<file path="src/rtl/fwd_scoreboard_unit.sv">
// Scoreboard of in-flight register writes past ID. Produces per-operand forward
// selects and a load-use stall for the ID-stage branch comparator.
module fwd_scoreboard_unit #(
  parameter int AW       = 5,
  parameter int DEPTH    = 3,
  parameter int SEL_W    = 2,
  parameter int LAT_W    = 2,
  parameter int ZERO_REG = 31,
  parameter int CNT_W    = 16
) (
  input  logic             clk,
  input  logic             rst,
  input  logic             id_valid,
  input  logic [AW-1:0]    id_rs,
  input  logic [AW-1:0]    id_rt,
  input  logic             id_uses_rs,
  input  logic             id_uses_rt,
  input  logic             id_regwrite,
  input  logic [AW-1:0]    id_wr_addr,
  input  logic [LAT_W-1:0] id_lat,
  input  logic             flush,
  output logic             stall,
  output logic [SEL_W-1:0] rd_srcA,
  output logic [SEL_W-1:0] rd_srcB,
  output logic [CNT_W-1:0] stall_count
);

  logic [DEPTH:1]   vld_q;
  logic [DEPTH:1]   rw_q;
  logic [AW-1:0]    addr_q [1:DEPTH];
  logic [LAT_W-1:0] lat_q  [1:DEPTH];
  logic [CNT_W-1:0] cnt_q, cnt_d;

  logic             vld_d;
  logic [LAT_W-1:0] lat_d;
  logic             haz_a, haz_b;

  localparam logic [AW-1:0] ZR = AW'(ZERO_REG);

  // Scan oldest to youngest so the youngest matching producer is assigned last.
  always_comb begin
    rd_srcA = '0;
    rd_srcB = '0;
    haz_a   = 1'b0;
    haz_b   = 1'b0;
    for (int unsigned i = DEPTH; i >= 1; i--) begin
      if (vld_q[i] && rw_q[i] && addr_q[i] != ZR) begin
        if (addr_q[i] == id_rs) begin
          rd_srcA = SEL_W'(i);
          haz_a   = 32'(lat_q[i]) > i;
        end
        if (addr_q[i] == id_rt) begin
          rd_srcB = SEL_W'(i);
          haz_b   = 32'(lat_q[i]) > i;
        end
      end
    end
  end

  always_comb begin
    stall = id_valid && ((id_uses_rs && haz_a) || (id_uses_rt && haz_b));
    vld_d = id_valid && !stall && !flush;
    lat_d = (id_lat == '0) ? LAT_W'(1) : id_lat;
    cnt_d = cnt_q;
    if (stall && cnt_q != '1) begin
      cnt_d = cnt_q + 1'b1;
    end
  end

  always_ff @(posedge clk) begin
    if (rst) begin
      vld_q <= '0;
      rw_q  <= '0;
      cnt_q <= '0;
      for (int unsigned i = 1; i <= DEPTH; i++) begin
        addr_q[i] <= '0;
        lat_q[i]  <= '0;
      end
    end else begin
      vld_q[1]  <= vld_d;
      rw_q[1]   <= id_regwrite;
      addr_q[1] <= id_wr_addr;
      lat_q[1]  <= lat_d;
      for (int unsigned i = 2; i <= DEPTH; i++) begin
        vld_q[i]  <= vld_q[i-1];
        rw_q[i]   <= rw_q[i-1];
        addr_q[i] <= addr_q[i-1];
        lat_q[i]  <= lat_q[i-1];
      end
      cnt_q <= cnt_d;
    end
  end

  assign stall_count = cnt_q;

endmodule
</file>
<file path="config.mk">
export PLATFORM = sky130hd
export DESIGN_NAME = fwd_scoreboard_unit
export DESIGN_NICKNAME = d
export VERILOG_FILES = /design/src/rtl/fwd_scoreboard_unit.sv
export SDC_FILE = /design/constraint.sdc
export NUM_CORES = 1
export LEC_CHECK = 0
export BUFFER_PORTS_ARGS = -buffer_cell sky130_fd_sc_hd__buf_4
export CAP_MARGIN = 20
export CORE_MARGIN = 3
export CORE_UTILIZATION = 54
export CTS_CLUSTER_DIAMETER = 200
export DETAILED_ROUTE_END_ITERATION = 16
export PLACE_DENSITY = 0.79
export SLEW_MARGIN = 5
export SYNTH_ARGS = -nofsm -noshare
export SYNTH_HDL_FRONTEND = slang
export SYNTH_SLANG_ARGS = --single-unit
</file>
<file path="constraint.sdc">
create_clock -name clk -period 2.4 [get_ports clk]
set_clock_uncertainty 0.1 [all_clocks]
set_input_delay 0.48 -clock clk [delete_from_list [all_inputs] [get_ports clk]]
set_output_delay 0.48 -clock clk [all_outputs]
set_load 0.01 [all_outputs]
</file>
==> results.cfg <==
[run_status]
outcome = finished, violations left
violations = negative setup slack

[floorplanning]
fp.dieW_um = 68.7
die_h_um = 68.7
dieArea_um2 = 4720
initial_utilization_pct = 57.1
io_pins = 45
core_um2 = 3720
row_count = 22

[yosys]
synthDistinctLibCells = 35
synth_cells = 230
yosys_warnings = 0
syn_area_per_cell_um2 = 9.23
ys_ff_latch = 41
ys_seq_area_share_pct = 38.7
syn_area_um2 = 2120
synth_nets = 255

[global_routing]
antenna_found_initial = 0
grt_max_degree = 51
grt_pass1_vias = 1732
grt_pass1_wl_um = 7620
grt_overflow_total = 0
grt_usage_pct = 21.5

[setup_path]
regToRegEndpoint = stall_count[3]$_SDFFE_PP0P_
cp_top_family = simple AND/OR/NAND/NOR gates
cp_slowest_cell = dfxtp_4
max_stage_delay_ns = 0.37
cp-end-kind = output pin
r2r_start = addr_q[0][7]$_SDFF_PP0_
worst_ep_required_time_ns = 1.82
worst-setup-path-type = flop to output pin
cp_num_buf_inv = 1
worstPathCellList = and3_4 -> a31oi_4 -> nand4_1 -> mux2_4 -> nand2_2 -> o21ai_2 -> and2_4 -> buf_6
reg2regPathDepth = 10
cp.depth = 8
critPathMaxFanout = 4
rrSetupSlack_ns = 0.10
arrival_ns = 1.91
startpoint_type = flop

[clocking]
clk_path_buf_depth = 2
cts.sinks = 41
htreeDepth = 2
path_clk_slew_ns = 0.09
cts_tree = done
cts_buffers = 5
cts_root_buf = clkbuf_8
clk_latency_ns = 0.31
cts_hold_buf = 0

[place]
dpl_worst_slack_ns = -0.108
portBuffers = 44
gp_congestion = 0.832
hpwl_um = 3570

[timing]
period_needed_ns = 2.49
worstMarginPinSlew_ns = 0.479
finalSetupTns_ns = -0.0874
rsz0062_at_grt = true
setup_viol = 1
max-slew-margin-rel_pct = 68.1
hold_viol_final = 0
max_freq_ghz = 0.402
drv_slew = 0
fin_crit_sh_pct = 104
setup_slack_ns = -0.0874

[power]
power.density_nw_per_um2 = 475
comb_power_share_pct = 11.3
p_sw_mw = 0.371
clkPwrFrac_pct = 36.5
switching_share_pct = 27.1
leakage_nw = 1.20
vdd_drop_max_uv = 432
power.total_mw = 1.37
power.share.sequential_pct = 52.2
internal_power_mw = 1.00

[layout]
synthToLayoutAreaGrowth_pct = 36.1
final_nets = 324
drive_gt1_share_pct = 38.0
diodes = 0

[run]
max_cap_viol_count = 0

[detailed_routing]
drc = 0
drtIter0Drc = 102
wire_per_inst_um = 14.7
avgViaCountPerCell = 5.49
drt_pass1_iterations = 4
vias = 1910
wirelength_um = 5120
ant_nets = 0

[hold_path]
hold_depth = 2
worst_hold_path_type = input port to flop
whs_endpoint = vld_q[1]$_SDFF_PP0_
hold_start = flush
-- final cells by class --
cell class | instances | area (µm²)
repair buffers | 68 | 529
clock inverters | 3 | 28.8
clock buffers | 5 | 68.8
inverters | 5 | 18.8
fillers | 261 | 827
flip-flops and latches | 41 | 837
well taps | 48 | 60.1
multi-input cells | 178 | 1350
-- metal layers --
| metal | up-vias | routed length, µm | global-route usage (%) |
|---|---|---|---|
| met5 | - | 0 | 0 |
| met2 | 66 | 2540 | 36.4 |
| li1 | 931 | - | - |
| met4 | 0 | 62 | 7.20 |
| met3 | 6 | 274 | 4.05 |
| met1 | 907 | 2240 | 27.4 |
-- logic make-up after synthesis --
logic type | count (synthesis) | synth area share [%]
and+or+nand+nor | 102 | 28.9
DFF | 41 | 38.7
AOI/OAI and AO/OA | 32 | 10.3
xor gates and xnor gates | 31 | 12.8
muxes | 12 | 6.84
buffers and inverters | 11 | 1.95
adders and majority gates | 1 | 0.590
-- cells in the mapped netlist (all sizes together) --
cell type	instances	area, µm²
nor3b	1	7.51
nand2	11	41.3
nand4	11	81.3
nor4	1	6.26
xor2	13	114
or3	6	37.5
nor3	13	85.1
nor2	12	45.0
nor2b	32	200
mux2i	1	10.0
and3	4	30.0
inv	5	18.8
a21oi	12	60.1
nand3b	1	20.0
clkbuf	6	22.5
nand3	7	40.0
dfxtp	41	821
ha	1	12.5
xnor2	18	158
a32oi	1	27.5
a211oi	1	7.51
o21ai	9	45.0
a21boi	3	22.5
mux2	11	135
a31oi	4	40.0
and2	3	18.8
o211ai	2	15.0
-- worst max-delay path by stage --
| stage | startpoint | endpoint | slack, ns |
|---|---|---|---|
| finish | addr_q[0][7]$_SDFF_PP0_ | stall | -0.09 |
| floorplan | stall_count[0]$_SDFFE_PP0P_ | stall_count[14]$_SDFFE_PP0P_ | 0.16 |
| detailed placement | id_rt[4] | stall | -0.11 |
| global route | addr_q[0][9]$_SDFF_PP0_ | stall | -0.19 |
| global placement | id_rt[4] | stall | -0.08 |
| CTS | addr_q[0][7]$_SDFF_PP0_ | stall | -0.08 |
-- power by group through the flow --
stage                     sequential (mW)  combinational (mW)  clock, mW
after floorplan                     0.726              0.0726          0
after global placement              0.730               0.135          0
after detailed placement            0.731               0.139          0
after CTS                           0.715               0.143      0.510
after global routing                0.718               0.168      0.530
final                               0.716               0.155      0.500
-- sequential cells by signal (all words and copies together), names as in the netlist --
signal and cells:
rw_q 3, stall_count 16, vld_q 3, lat_q 4, addr_q 15
-- cells in the final DEF, fill, tap and decap left out, types with 2 or more instances in the layout --
| master | n |
|---|---|
| buf_4 | 63 |
| dfxtp_1 | 34 |
| nor2b_1 | 32 |
| xor2_1 | 13 |
| xnor2_1 | 12 |
| a21oi_1 | 12 |
| nor2_1 | 12 |
| nand2_1 | 10 |
| nor3_1 | 9 |
| nand4_1 | 9 |
| o21ai_0 | 7 |
| mux2_1 | 7 |
| xnor2_2 | 6 |
| nand3_1 | 5 |
| inv_1 | 5 |
| or3_1 | 5 |
| clkbuf_8 | 5 |
| buf_6 | 5 |
| nor3_2 | 4 |
| dfxtp_2 | 4 |
| and3_1 | 3 |
| mux2_4 | 3 |
| dfxtp_4 | 3 |
| a31oi_1 | 2 |
| o211ai_1 | 2 |
| nand3_2 | 2 |
| nand4_2 | 2 |
| a21boi_2 | 2 |
| and2_1 | 2 |
| inv_6 | 2 |
-- what timing repair did --
item | CTS | global route
pin swaps | 4 | 9
buffers inserted | 5 | 0
resized for setup | 18 | 17
setup endpoints to repair | 2 | 10
-- per-stage QoR --
stage	cells	hold WS (ns)	util, %	instance area (µm²)
after floorplan	230	0.314	-	2120
after global placement	337	0.333	71.2	2650
after detailed placement	337	0.329	71.2	2650
after CTS	349	0.237	75.6	2810
after global routing	348	0.238	77.7	2890
final	348	0.237	77.7	2890
(Power assumes the default switching activity.)
